File: config.mk
export PLATFORM = sky130hd
export DESIGN_NAME = inst_fetch
export DESIGN_NICKNAME = d
export VERILOG_FILES = /design/src/rtl/fetch_pkg.sv /design/src/rtl/fetch_perf_counter.sv /design/src/rtl/inst_fetch.sv
export SDC_FILE = /design/constraint.sdc
export NUM_CORES = 1
export LEC_CHECK = 0
export BUFFER_PORTS_ARGS = -buffer_cell sky130_fd_sc_hd__buf_2
export CAP_MARGIN = 20
export CORE_MARGIN = 1.5
export CORE_UTILIZATION = 50
export CTS_BUF_LIST = sky130_fd_sc_hd__clkbuf_8
export DETAILED_ROUTE_END_ITERATION = 8
export PLACE_DENSITY = 0.73
export SETUP_SLACK_MARGIN = 0.3
export SLEW_MARGIN = 0
export SYNTH_ARGS = -nofsm -noshare
export SYNTH_HDL_FRONTEND = slang
export SYNTH_SLANG_ARGS = --single-unit
File: constraint.sdc
create_clock -name clk -period 5 [get_ports clk]
set_input_delay 0 -clock clk [delete_from_list [all_inputs] [get_ports clk]]
set_output_delay 0 -clock clk [all_outputs]
set_load 0.03 [all_outputs]
File: src/rtl/fetch_pkg.sv
// Shared types and constants for the instruction fetch stage.
package fetch_pkg;

  typedef enum logic [1:0] {
    S_BOOT = 2'd0,
    S_RUN  = 2'd1,
    S_HALT = 2'd2
  } state_t;

  localparam int unsigned PC_INC        = 4;
  localparam int unsigned PC_ALIGN_MASK = 3;

endpackage

File: src/rtl/fetch_perf_counter.sv
// Saturating 32-bit event counter used for fetch performance statistics.
module fetch_perf_counter (
  input  logic        clk,
  input  logic        reset,
  input  logic        inc,
  output logic [31:0] count
);

  always_ff @(posedge clk or posedge reset) begin
    if (reset) begin
      count <= 32'd0;
    end else if (inc && (count != 32'hFFFF_FFFF)) begin
      count <= count + 32'd1;
    end
  end

endmodule

File: src/rtl/inst_fetch.sv
// Instruction fetch stage: owns the PC, drives a 1-cycle-latency imem, handles stall/redirect/halt.
// Optional FETCH_PERF_CNT_EN adds perf_fetched / perf_squashed counter ports.
module inst_fetch
  import fetch_pkg::*;
#(
  parameter int unsigned          DBITS          = 32,
  parameter int unsigned          IMEM_ADDR_BITS = 11,
  parameter logic [DBITS-1:0]     START_PC       = DBITS'(32'h0000_0040),
  parameter logic [DBITS-1:0]     HALT_INST      = DBITS'(32'hFFFF_FFFF)
) (
  input  logic                      clk,
  input  logic                      reset,
  input  logic                      stall,
  input  logic                      redirect_en,
  input  logic [DBITS-1:0]          redirect_pc,
  output logic [IMEM_ADDR_BITS-1:0] imem_addr,
  input  logic [DBITS-1:0]          imem_rdata,
  output logic [DBITS-1:0]          ir,
  output logic [DBITS-1:0]          ir_pc,
  output logic                      ir_valid,
`ifdef FETCH_PERF_CNT_EN
  output logic [31:0]               perf_fetched,
  output logic [31:0]               perf_squashed,
`endif
  output logic                      halted
);

  state_t           state;
  logic [DBITS-1:0] fetch_pc;
  logic [DBITS-1:0] resp_pc;
  logic             resp_valid;
  logic [DBITS-1:0] hold_data;
  logic             hold_valid;
  logic [DBITS-1:0] rdata_c;
  logic [DBITS-1:0] redirect_tgt_c;

  assign imem_addr      = fetch_pc[IMEM_ADDR_BITS+1:2];
  assign redirect_tgt_c = redirect_pc & ~DBITS'(PC_ALIGN_MASK);
  // While stalled the memory re-reads fetch_pc, so the response word is parked in hold_data.
  assign rdata_c        = hold_valid ? hold_data : imem_rdata;

  always_ff @(posedge clk or posedge reset) begin
    if (reset) begin
      state      <= S_BOOT;
      fetch_pc   <= START_PC;
      resp_pc    <= '0;
      resp_valid <= 1'b0;
      hold_data  <= '0;
      hold_valid <= 1'b0;
      ir         <= '0;
      ir_pc      <= '0;
      ir_valid   <= 1'b0;
      halted     <= 1'b0;
    end else begin
      case (state)
        S_BOOT: begin
          state <= S_RUN;
          if (redirect_en) begin
            fetch_pc   <= redirect_tgt_c;
            resp_valid <= 1'b0;
            ir_valid   <= 1'b0;
            hold_valid <= 1'b0;
          end else begin
            resp_pc    <= START_PC;
            resp_valid <= 1'b1;
            fetch_pc   <= START_PC + DBITS'(PC_INC);
          end
        end
        S_RUN: begin
          if (redirect_en) begin
            fetch_pc   <= redirect_tgt_c;
            resp_valid <= 1'b0;
            ir_valid   <= 1'b0;
            hold_valid <= 1'b0;
          end else if (stall) begin
            if (!hold_valid) begin
              hold_data  <= imem_rdata;
              hold_valid <= 1'b1;
            end
          end else begin
            ir         <= rdata_c;
            ir_pc      <= resp_pc;
            ir_valid   <= resp_valid;
            resp_pc    <= fetch_pc;
            resp_valid <= 1'b1;
            fetch_pc   <= fetch_pc + DBITS'(PC_INC);
            hold_valid <= 1'b0;
            if (resp_valid && (rdata_c == HALT_INST)) begin
              resp_valid <= 1'b0;
              halted     <= 1'b1;
              state      <= S_HALT;
            end
          end
        end
        S_HALT: begin
          if (redirect_en) begin
            halted     <= 1'b0;
            fetch_pc   <= redirect_tgt_c;
            resp_valid <= 1'b0;
            ir_valid   <= 1'b0;
            hold_valid <= 1'b0;
            state      <= S_RUN;
          end else if (!stall) begin
            ir_valid <= 1'b0;
          end
        end
        default: state <= S_BOOT;
      endcase
    end
  end

`ifdef FETCH_PERF_CNT_EN
  logic fetched_inc_c;
  logic squashed_inc_c;

  assign fetched_inc_c  = (state == S_RUN) && !redirect_en && !stall && resp_valid;
  assign squashed_inc_c = redirect_en && (ir_valid || resp_valid);

  fetch_perf_counter u_cnt_fetched (
    .clk   (clk),
    .reset (reset),
    .inc   (fetched_inc_c),
    .count (perf_fetched)
  );

  fetch_perf_counter u_cnt_squashed (
    .clk   (clk),
    .reset (reset),
    .inc   (squashed_inc_c),
    .count (perf_squashed)
  );
`endif

endmodule

==> flow_metrics.py <==
metrics = {
    "clocking": {
        "ctsHtreeMaxLevel": 4,
        "clk_latency_ps": 450,
        "cts_tree": "yes",
        "post_cts.resized_instances": 0,
        "cts.sink_count": 160,
        "cts_root_buf": "sky130_fd_sc_hd__clkbuf_8",
        "clk_path_buf_depth": 2,
        "cts-buffers-inserted": 17,
        "cts.reportedPaths.clkPinSlew_ps": 90,
    },
    "floorplanning": {
        "fp.dieW_um": 128,
        "rows": 45,
        "core_region_area_um2": 15300,
        "die_area_um2": 16400,
        "initial_utilization": 0.512,
        "die_height_um": 128,
        "count_of_boundary_i_o_pins": 145,
    },
    "timing": {
        "maxSlewViolCount": 0,
        "finalSetupViolCount": 0,
        "max_freq_mhz": 349,
        "timing_worst_slew_pin_value_ps": 938,
        "period_needed_ps": 2860,
        "unrepaired_setup_endpoints_after_global_routing": "no",
        "timing.setup.tns_ps": 0,
        "hold_slack_ps": 57.7,
        "clock-skew-final_ps": 9.12,
        "timing_hold_violations_final": 0,
        "post-route-period-util": 0.573,
        "slew_headroom": 0.375,
    },
    "worst_setup_path": {
        "critical-path-slowest-cell": "sky130_fd_sc_hd__ha_1",
        "cp.required_ps": 5350,
        "critical_path.max_stage_delay_ps": 840,
        "critical_path.max_fanout": 27,
        "crit_chain": "inv_1 > ha_1 > nand2_1 > nor2_1 > nand4_1 > o311ai_0",
        "worstSetupPathType": "flop to flop",
        "cp-end-kind": "flop",
        "start_kind": "flop",
        "worst-endpoint-arrival_ps": 3210,
    },
    "placed_design": {
        "place_area_um2": 8490,
        "final_gp_congestion": 0.866,
        "portBuffers": 140,
        "hpwlAfterDp_mm": 12.2,
    },
    "layout": {
        "nets": 1002,
        "final_area_um2": 9520,
        "layout_common_cells": "sky130_fd_sc_hd__dfrtp_1, sky130_fd_sc_hd__buf_2, sky130_fd_sc_hd__nand2_1",
        "mostFrequentLayoutCell": "sky130_fd_sc_hd__dfrtp_1",
        "layout.filler_cells": 1265,
        "share_of_cells_above_drive_strength_1": 0.274,
        "syn_to_final_growth_pct": 21.8,
        "antennaDiodeCount": 0,
        "post-route-util": 0.624,
    },
    "synthesis": {
        "mappedNetlistArea_um2": 7820,
        "netlist-cell-type-count": 67,
        "synth_compound_gate_area_share": 0.133,
        "yosysSeqAreaShare": 0.512,
        "synthesis.yosys.warnings": 0,
        "synth-adder-area-share": 0.00960,
        "synth_simple_gate_area_share": 0.157,
        "muxShareOfSynthArea": 0.129,
        "ys_ff_latch": 160,
        "synth_edf_count": 0,
        "synthXorXnorAreaFrac": 0.00336,
        "postSynthCellCount": 758,
        "most_instantiated_flip_flop_cell_in_the_synthesis_netlist": "sky130_fd_sc_hd__dfrtp_1",
        "synthesis.area_per_instance_um2": 10.3,
        "postSynth.asyncResetShare": 1.00,
        "synth_top_family_by_area": "simple AND/OR/NAND/NOR gates",
    },
    "grt": {
        "grt_max_degree": 98,
        "global_route.overflow_total": 0,
        "grt_antenna_before_repair": 0,
        "grt.total_usage": 0.244,
        "first_pass_grt_wire_length_mm": 31.5,
        "first_global_vias": 6320,
    },
    "routing": {
        "routed_via_density": 5.52,
        "remaining_antenna_violation_count_after_routing": 0,
        "detailedRoute.firstIterationViolations": 471,
        "drc_errors": 0,
        "route.vias.total": 6354,
        "routed_wire_length_per_instance_um": 16.4,
        "finalWirelength_mm": 18.9,
        "drt_pass1_iterations": 5,
    },
    "power": {
        "pwr_density_cell_nw_per_um2": 369,
        "power.leakage_uw": 0.00426,
        "power.ir.vdd_worst_v": 0.000198,
        "total_power_uw": 3520,
    },
    "run": {
        "timing.max_cap.violations": 0,
    },
    "run_status": {
        "run_status": "finished clean",
    },
    "min_path": {
        "timing.hold.worst.class": "primary input to flop",
    },
}
==> critical path, delay by kind of cell (launching register included) <==
| kind | cells | cell delay, ps |
|---|---|---|
| AOI/OAI and AO/OA | 1 | 320 |
| adders and majority gates | 1 | 840 |
| buffers and inverters | 1 | 100 |
| DFF | 1 | 460 |
| and+or+nand+nor | 3 | 1050 |
==> cells by family after synthesis <==
logic type | Yosys count
other cells | 1
fa+ha+maj | 6
mux | 93
compound gates | 170
flops | 160
buf+inv | 72
xor+xnor | 3
simple gates | 253
==> timing repair <==
action	4_1_cts	5_1_grt
hold endpoints to repair	190	0
buffers inserted	0	0
hold buffers	64	0
endpoints found under the setup margin	0	0
==> synth_stat cells (all sizes together), types with 4 or more instances <==
| master | instances | area share |
|---|---|---|
| a21oi | 53 | 0.034 |
| a22o | 4 | 0.0045 |
| a31oi | 9 | 0.0072 |
| and2 | 6 | 0.0050 |
| and3 | 8 | 0.0066 |
| buf | 38 | 0.032 |
| clkbuf | 24 | 0.018 |
| dfrtp | 159 | 0.51 |
| ha | 6 | 0.0096 |
| inv | 10 | 0.0048 |
| mux2 | 62 | 0.089 |
| mux2i | 31 | 0.040 |
| nand2 | 106 | 0.052 |
| nand2b | 6 | 0.0048 |
| nand3 | 17 | 0.012 |
| nand4 | 25 | 0.023 |
| nor2 | 52 | 0.025 |
| nor3 | 10 | 0.0064 |
| nor4 | 6 | 0.0067 |
| o211ai | 7 | 0.0067 |
| o21ai | 58 | 0.037 |
| o311ai | 8 | 0.0090 |
| o31ai | 5 | 0.0048 |
==> cell type report <==
type / instances / area (um2) / area share
Sequential cell: 160 / 4010 / 0.421
Multi-Input combinational cell: 527 / 3410 / 0.358
Timing Repair Buffer: 212 / 1410 / 0.148
Clock inverter: 14 / 144 / 0.0151
Inverter: 10 / 42.5 / 0.00447
Clock buffer: 18 / 248 / 0.0260
Tap cell: 211 / 264 / 0.0277
==> power breakdown <==
group          switching (uW)  leakage (uW)  total [uW]  internal, uW
clock network             492      0.000186         946           454
logic                     535       0.00217         869           334
registers                 174       0.00190        1700          1530
total                    1200       0.00426        3520          2310
==> registers in the layout, indices dropped and copies added (netlist names), 2 cells and up <==
name and flops:
hold_data 32, ir 32, fetch_pc 30, ir_pc 30, resp_pc 30, state 2
==> worst paths after layout <==
| path | from | end | slack, ps | cells after the start |
|---|---|---|---|---|
| max in group asynchronous | reset | ir[2]$_DFFE_PP0P_ | 3420 | 4 |
| hold reg to reg | resp_pc[15]$_DFFE_PP0P_ | resp_pc[15]$_DFFE_PP0P_ | 480 | 2 |
| setup reg to reg | state[0]$_DFFE_PP0P_ | fetch_pc[28]$_DFFE_PP0P_ | 2140 | 6 |
| setup / recovery | state[0]$_DFFE_PP0P_ | fetch_pc[28]$_DFFE_PP0P_ | 2140 | 6 |
| min in group asynchronous | reset | halted$_DFFE_PP0P_ | 270 | 3 |
| hold / removal | stall | ir[27]$_DFFE_PP0P_ | 60 | 3 |
==> per-stage QoR <==
stage	instances	worst slack, ps
floorplan	759	682
global placement	1056	2210
detailed placement	1056	2190
CTS	1152	2190
global route	1152	1790
finish	1152	2140
==> metal layers <==
metal	track usage	vias up	wire [um]
li1	-	3060	-
met1	0.332	3030	8500
met2	0.394	239	8950
met3	0.0447	25	1120
met4	0.0905	0	292
met5	0	-	0
(Power assumes the default switching activity.)
